--- config.mk ---
export PLATFORM = sky130hd
export DESIGN_NAME = controlador_sinc_vga
export DESIGN_NICKNAME = d
export VERILOG_FILES = /design/src/rtl/controlador_sinc_vga.sv
export SDC_FILE = /design/constraint.sdc
export NUM_CORES = 1
export LEC_CHECK = 0
export CAP_MARGIN = 5
export CORE_MARGIN = 3
export CORE_UTILIZATION = 45
export DETAILED_ROUTE_END_ITERATION = 16
export PLACE_DENSITY = 0.72
export SYNTH_ARGS = -nofsm -noshare
export SYNTH_HDL_FRONTEND = slang
export SYNTH_SLANG_ARGS = --single-unit
--- constraint.sdc ---
create_clock -name clk -period 2.9 [get_ports clk]
set_input_delay 0.29 -clock clk [delete_from_list [all_inputs] [get_ports clk]]
set_output_delay 0.29 -clock clk [all_outputs]
set_load 0.03 [all_outputs]
--- src/rtl/controlador_sinc_vga.sv ---
// 640x480@60 VGA timing generator: pixel-rate divider, H/V counters and
// registered sync/blanking decode, all derived from the next counter state.
module controlador_sinc_vga #(
  parameter int DIV       = 4,
  parameter int H_VISIBLE = 640,
  parameter int H_FP      = 16,
  parameter int H_SYNC    = 96,
  parameter int H_BP      = 48,
  parameter int V_VISIBLE = 480,
  parameter int V_FP      = 10,
  parameter int V_SYNC    = 2,
  parameter int V_BP      = 33
) (
  input  logic       clk,
  input  logic       rst_n,
  input  logic       en,
  output logic       pixel_tick,
  output logic [9:0] cuenta_h,
  output logic [9:0] cuenta_v,
  output logic       Hsinc,
  output logic       Vsinc,
  output logic       video_on,
  output logic       inicio_cuadro
);
  localparam int H_TOTAL = H_VISIBLE + H_FP + H_SYNC + H_BP;
  localparam int V_TOTAL = V_VISIBLE + V_FP + V_SYNC + V_BP;
  localparam int DW      = (DIV > 1) ? $clog2(DIV) : 1;

  localparam logic [DW-1:0] DIV_MAX = DW'(DIV - 1);
  localparam logic [9:0]    H_MAX   = 10'(H_TOTAL - 1);
  localparam logic [9:0]    V_MAX   = 10'(V_TOTAL - 1);
  localparam logic [9:0]    H_VIS   = 10'(H_VISIBLE);
  localparam logic [9:0]    V_VIS   = 10'(V_VISIBLE);
  localparam logic [9:0]    H_SS    = 10'(H_VISIBLE + H_FP);
  localparam logic [9:0]    H_SE    = 10'(H_VISIBLE + H_FP + H_SYNC - 1);
  localparam logic [9:0]    V_SS    = 10'(V_VISIBLE + V_FP);
  localparam logic [9:0]    V_SE    = 10'(V_VISIBLE + V_FP + V_SYNC - 1);

  logic [DW-1:0] div, div_n;
  logic [9:0]    h_n, v_n;
  logic          activo, activo_n;

  // The first enabled edge only loads the origin, so the first pixel lasts DIV clk.
  always_comb begin
    div_n    = '0;
    h_n      = '0;
    v_n      = '0;
    activo_n = 1'b0;
    if (en) begin
      activo_n = 1'b1;
      if (activo) begin
        h_n = cuenta_h;
        v_n = cuenta_v;
        if (div == DIV_MAX) begin
          if (cuenta_h == H_MAX) begin
            h_n = '0;
            v_n = (cuenta_v == V_MAX) ? 10'd0 : cuenta_v + 10'd1;
          end else begin
            h_n = cuenta_h + 10'd1;
          end
        end else begin
          div_n = div + 1'b1;
        end
      end
    end
  end

  always_ff @(posedge clk) begin
    if (!rst_n) begin
      activo        <= 1'b0;
      div           <= '0;
      cuenta_h      <= '0;
      cuenta_v      <= '0;
      pixel_tick    <= 1'b0;
      Hsinc         <= 1'b1;
      Vsinc         <= 1'b1;
      video_on      <= 1'b0;
      inicio_cuadro <= 1'b0;
    end else begin
      activo        <= activo_n;
      div           <= div_n;
      cuenta_h      <= h_n;
      cuenta_v      <= v_n;
      pixel_tick    <= activo_n && (div_n == DIV_MAX);
      Hsinc         <= !(activo_n && (h_n >= H_SS) && (h_n <= H_SE));
      Vsinc         <= !(activo_n && (v_n >= V_SS) && (v_n <= V_SE));
      video_on      <= activo_n && (h_n < H_VIS) && (v_n < V_VIS);
      inicio_cuadro <= activo_n && (div_n == '0) && (h_n == '0) && (v_n == '0);
    end
  end
endmodule

==> run metrics, run 1 <==
power per cell area 344.0 nW/um^2; total core area 3203 sq um; residual DRC count 0; YS warnings 0; Initial Util 0.4938; Max-cap violations 0; Worst Setup Path Type reg2reg; CTS clk-pin slew, worst paths 0.15 ns; Nets roughly 230; Clock Path Buffers 2; Setup TNS 0 ns; Seq/Total Area, Yosys 0.3544; Final Skew 0.007990 ns; Relative slew margins 0.6784; Comb power frac 0.040; r2r setup slk around 0.34 ns; Die Width 65.29 um; final setup fails 0; switching portion of total power 0.2006; net switching power 134.9 uW; layout cells sized above 1 0.09050; via count 1582; grt total ovfl 0; CP Data Arrival Time 2.78 ns; Synth Area per Inst 8.152 sq um; Max Slew Vio Count 0; Net Count, Synth about 200; hpwl dp 3.059 mm; Pre-antenna DRT Iters 4; # diodes 0; Synth Flop Type dfxtp_1; CP Capture Type flip-flop; CTS Root Cell clkbuf_4; gate count of the mapped netlist 194; worst hold path depth 1; Std-Cell Rows 20; R2R cell count 8; synthesized area 1582 sq um; I/O Buffers 27; status finished clean; I/O pins 28; worst r2r src cuenta_h[0]$_SDFF_PN0_; first-pass GRT wire length 7.044 mm; vias per cell 5.970; #FFs+latches synth 28; RR Endpoint Vsinc$_SDFF_PN1_; most frequent cell after synthesis dfxtp_1; Synth top area share 0.3544; Clk Latency, worst-skew pair 0.33 ns; most area-consuming cells after synthesis dfxtp_1 35%, nand2_1 6.2%, nor2_1 5.7%; final total power 672.4 uW; post-synth top area cell dfxtp_1; hold path start div[0]$_SDFF_PN0_; WL per Instance 15.42 um; maximum VDD drop 0.0002396 V; Detailed Route Iter0 Violations 128; fmax 390.2 MHz; Hold EP div[0]$_SDFF_PN0_; period utilization 0.8836; vias in the first global route 1541; die area 4262 sq um; Post-synth EDFFs 0; TritonCTS clock tree yes; Distinct cells, synth 51; final wirelength approximately 4.1 mm; RSZ-0062 raised after global routing false; H-tree levels 1; CTS Hold Bufs 0; Min Clock Period, post-route 2.563 ns; post_cts resized 0; total global-route track usage 0.2098; sequential power share 0.578; Cell Int Power approximately 540 uW; GP Congestion 0.9955; synth cell count leaders 28 x dfxtp_1, 26 x nand2_1, 24 x nor2_1; Worst setup SP type flip-flop; leakage power 0.0006206 uW; largest net degree at the start of global routing 17; Max Fanout on Critical Path 9; Area Overhead vs Synth 23.58%; final hold violations 0; Clk pwr share 0.382; min-delay worst type reg2reg; Worst Path Required 3.12 ns; Slew @ Worst Pin 0.4824 ns; initial antenna violation count 0; Routed Antenna Nets 0; ys async rst share 0; CTS Buf Count 3; Clock Sink Count 28; Die Ht 65.29 um; # Post-CTS Setup Buffers 0
state kept, by name, summed over array words and instances (netlist names):
register / cells
activo: 1
cuenta_h: 10
inicio_cuadro: 1
cuenta_v: 10
Hsinc: 1
pixel_tick: 1
div: 2
Vsinc: 1
video_on: 1
power by group through the flow:
stage / clock, uW / sequential, uW / combinational (uW)
floorplan: 0 / 400 / 10.9
global placement: 0 / 397 / 26.3
detailed placement: 0 / 397 / 26.4
CTS: 266 / 389 / 26.6
finish: 257 / 389 / 26.9
global route: 283 / 389 / 29.2
logic make-up (layout without fill, tap and decap cells):
group	count (synthesis)	in the layout	synth area share
flip-flops	28	28	0.3544
adder cells (fa/ha/maj)	4	4	0.03165
AO/OA/AOI/OAI	39	39	0.1717
AND/OR/NAND/NOR	98	98	0.3434
buffers and inverters	13	40	0.03164
XOR/XNOR	11	11	0.06092
multiplexers	1	1	0.006329
worst max-delay path, stage by stage, from the launching register on:
cell and delay (ns):
dfxtp_1 0.48, ha_1 0.26, and4_4 0.29, nand4_2 0.19
buf_4 0.25, nor3_1 0.40, a21oi_1 0.10, nor4_2 0.33
nand4_1 0.14
worst max-delay path by stage:
stage,startpoint,end,slack [ns],cells past startpoint
2_1_floorplan,cuenta_h[0]$_SDFF_PN0_,Vsinc$_SDFF_PN1_,0.53,7
3_3_place_gp,div[0]$_SDFF_PN0_,inicio_cuadro$_SDFF_PN0_,0.47,7
3_5_place_dp,cuenta_h[0]$_SDFF_PN0_,Vsinc$_SDFF_PN1_,0.42,7
4_1_cts,cuenta_h[0]$_SDFF_PN0_,Vsinc$_SDFF_PN1_,0.39,7
5_1_grt,div[0]$_SDFF_PN0_,inicio_cuadro$_SDFF_PN0_,0.16,7
6_report,cuenta_h[0]$_SDFF_PN0_,Vsinc$_SDFF_PN1_,0.34,8
layer usage:
layer / track usage / vias up / share of wire
met5: 0 / - / 0
met2: 0.3085 / 73 / 0.45
met3: 0.04615 / 11 / 0.067
met1: 0.2899 / 736 / 0.46
met4: 0.09845 / 0 / 0.023
li1: - / 762 / -
per-stage QoR:
| stage | instance area, sq um | util | setup slack (ns) | std cells | hold slack (ns) |
|---|---|---|---|---|---|
| 3_5_place_dp | 1902 | 0.5938 | 0.4175 | 261 | 0.4858 |
| 6_report | 1954 | 0.6102 | 0.3374 | 265 | 0.5094 |
| 4_1_cts | 1954 | 0.6102 | 0.3899 | 265 | 0.5058 |
| 5_1_grt | 1954 | 0.6102 | 0.1604 | 265 | 0.5388 |
| 3_3_place_gp | 1902 | 0.5938 | 0.4712 | 261 | 0.4509 |
| 2_1_floorplan | 1582 | - | 0.5275 | 194 | 0.4144 |
cell type report:
cell class,count,area (sq um)
clock buffer,3,22.52
tap,44,55.05
clock inverter,1,30.03
multi-input combinational,153,970.9
timing repair buffer,30,292.8
sequential,28,560.5
inverter,6,22.52
fill,300,1249
layout by cell type (no fill, tap or decap), drive strengths merged, types with 2 or more instances in the layout:
cell and n:
nor4 8, xnor2 7, and2 4, nand3b 2, nor2 24, nand3 5
nor3 7, xor2 4, nand4 7, o21ai 7, ha 4, or4b 2
a21oi 8, and4 4, buf 3, clkbuf 3, a31oi 5, dfxtp 28
o211ai 2, or3 3, inv 6, o31a 3, and3 2, nand2 26
o21a 2, clkdlybuf4s50 27
No activity file was read; power rests on OpenSTA's default activity.
==> run 2: changes to the inputs <==
- ABC_AREA: unset -> 1
- CORE_MARGIN: 3 -> unset
- PLACE_DENSITY: 0.72 -> 0.71
==> run 2 against run 1 <==
  * Power decreased by 0.65%
  * First-iteration DRC count grew 1.6%
  * Clock power is 3% lower
  * Critical path depth unchanged
  * Clock skew fell by 0.0060 ns
  * Via count up 16%
  * Design area grew 8.8%
  * Maximum frequency rose by 24%
  * Register-to-register slack gained 0.49 ns
  * Critical endpoint is now Hsinc$_SDFF_PN1_
  * Highest routed layer unchanged
==> run metrics, run 2 <==
Die Ht 64.81 um; worst path buffer plus inverter count 0; most frequent cells in the layout 87 x nand2_1, 64 x nor2_1, 35 x inv_1; Slew @ Worst Pin 0.7267 ns; final setup fails 0; CTS Hold Bufs 0; Worst Path Required 3.07 ns; initial antenna violation count 0; largest family of logic cells by synthesized area simple AND/OR/NAND/NOR gates; YS warnings 0; Clock Path Buffers 2; die area ~4200 sq um; commonest non-fill, non-tap cell in the layout nand2_1; total global-route track usage 0.2477; Synth Area per Inst ~6 sq um; Max-cap violations 0; Die Width 64.81 um; Synth Area in Adders 0.02819; final wirelength ~4.6 mm; final hold violations 0; leakage power 0.0009383 uW; slowest stage cell, crit path ha_1; GP Congestion 0.9087; RR Endpoint Hsinc$_SDFF_PN1_; I/O Buffers 27; hold path start div[0]$_SDFF_PN0_; Relative slew margins 0.5150; Synth Area in XOR/XNOR 0.009866; mux share of post-synthesis cell area 0; Max Fanout on Critical Path 12; grt total ovfl 0; residual DRC count 0; Std-Cell Rows 22; largest net degree at the start of global routing 24; Pre-antenna DRT Iters 4; worst-path cell chain ha_1, nand2_1, nor2_1, nand3_1, o21ai_0, nand3_1, nor3b_1, nand3_1; total core area 3716 sq um; # Post-CTS Setup Buffers 0; post-synth top area cell dfxtp_1; Final Skew 0.001948 ns; Area Overhead vs Synth 19.73%; layout cells sized above 1 0.05607; most area-consuming cells after synthesis dfxtp_1 32%, nand2_1 18%, nor2_1 14%; Detailed Route Iter0 Violations 130; #FFs+latches synth 28; CP Data Arrival Time 2.24 ns; CP Capture Type flip-flop; R2R cell count 8; Clock Sink Count 28; gate count of the mapped netlist just under 300; slowest stage delay, CP 0.48 ns; final non-filler cell total 369; Critical Path Most Common Cell nand3_1; Worst setup SP type flip-flop; dpl ws about 0.76 ns; Top delay family on crit path simple AND/OR/NAND/NOR gates; hpwl dp 3.444 mm; period utilization 0.7145; vias in the first global route 1739; CTS Root Cell clkbuf_8; Hold EP div[0]$_SDFF_PN0_; synth cell count leaders 87 x nand2_1, 64 x nor2_1, 35 x inv_1; WL per Instance 12.45 um; TritonCTS clock tree yes; most frequent cell after synthesis nand2_1; status finished clean; synthesized area 1775 sq um; Max Slew Vio Count 0; Min Clock Period, post-route around 2.1 ns; worst hold path depth 3; post-synthesis compound-gate area fraction 0.04792; FILL cells 363; I/O pins 28; min-delay worst type reg2reg; Nets 329; post_cts resized 0; Initial Util 0.4778; Setup TNS 0 ns; r2r setup slk 0.83 ns; RSZ-0062 raised after global routing false; worst r2r src div[0]$_SDFF_PN0_; placed insts 365; Simple-Gate Fraction of Synth Area 0.4961; CTS clk-pin slew, worst paths 0.09 ns; Clk Latency, worst-skew pair 0.28 ns; Net Count, Synth approximately 300; CTS Buf Count 3; Distinct cells, synth 27; Synth top area share 0.3157; top flop regs cuenta_h x10, cuenta_v x10, div x2; first-pass GRT wire length 8.086 mm; Post-synth EDFFs 0; worst setup margin 0.8279 ns; via count 1838; vias per cell 4.981; Worst Setup Path Type reg2reg; hold slack 0.5867 ns; # diodes 0; maximum VDD drop 0.0002633 V; Synth Flop Type dfxtp_1; Routed Antenna Nets 0; ys async rst share 0; H-tree levels 1; fmax 482.6 MHz; Seq/Total Area, Yosys 0.3157; power per cell area 314.2 nW/um^2
## run 2: changes by cell type in the layout (fill, tap and decap cells not counted), sizes merged, moves of 7 or more
cell	before	now
nand3	5	33
nor4	8	0
xnor2	7	0
inv	6	38
nor2	24	68
nand2	26	89
## run 2: worst max path at each step
stage                                 from                        to  depth (start not counted)
floorplan           cuenta_h[1]$_SDFF_PN0_          Vsinc$_SDFF_PN1_                         11
global placement                        en          Hsinc$_SDFF_PN1_                          8
detailed placement                      en       video_on$_SDFF_PN0_                         10
CTS                 cuenta_h[0]$_SDFF_PN0_  inicio_cuadro$_SDFF_PN0_                         11
global route        cuenta_h[0]$_SDFF_PN0_          Vsinc$_SDFF_PN1_                         12
finish                   div[0]$_SDFF_PN0_          Hsinc$_SDFF_PN1_                          8
## run 2: cell families after synthesis
group,Yosys count
AO/OA/AOI/OAI,16
XOR/XNOR,2
adder cells (fa/ha/maj),4
buffers and inverters,44
flip-flops,28
AND/OR/NAND/NOR,201
## run 2: metrics by stage
stage	power, uW	instance area [sq um]	util
after floorplan	417.8	1775	-
after global placement	428.0	2071	0.5572
after detailed placement	427.7	2071	0.5572
after CTS	674.7	2126	0.5721
after global routing	692.2	2126	0.5721
final	668.0	2126	0.5721
## run 2: tightest hold or removal path, cell delays in order (launching register included)
cell,delay (ns)
dfxtp_1,0.35
nor2_1,0.05
nand2_1,0.10
nor2_1,0.05
## run 2: layout make-up
cell class / instances / area, sq um / share of cell area
Inverter: 39 / 146.4 / 0.06886
Sequential cell: 28 / 560.5 / 0.2637
Timing Repair Buffer: 27 / 270.3 / 0.1271
Multi-Input combinational cell: 223 / 1033 / 0.4862
Clock buffer: 4 / 55.05 / 0.02590
Tap cell: 48 / 60.06 / 0.02825
## run 2: power by group
part | total, uW | internal [uW] | leakage, uW | switching, uW
combinational | 31.4 | 10.1 | 0.000683 | 21.3
sequential | 388 | 387 | 0.000226 | 1.04
clock | 249 | 122 | 0.0000288 | 127
## run 2: routing by layer
layer,global-route usage,vias up,routed length (um)
met1,0.3584,797,2310
met5,0,-,0
met3,0.03345,11,296
li1,-,962,-
met4,0.08889,0,92
met2,0.3698,68,1895
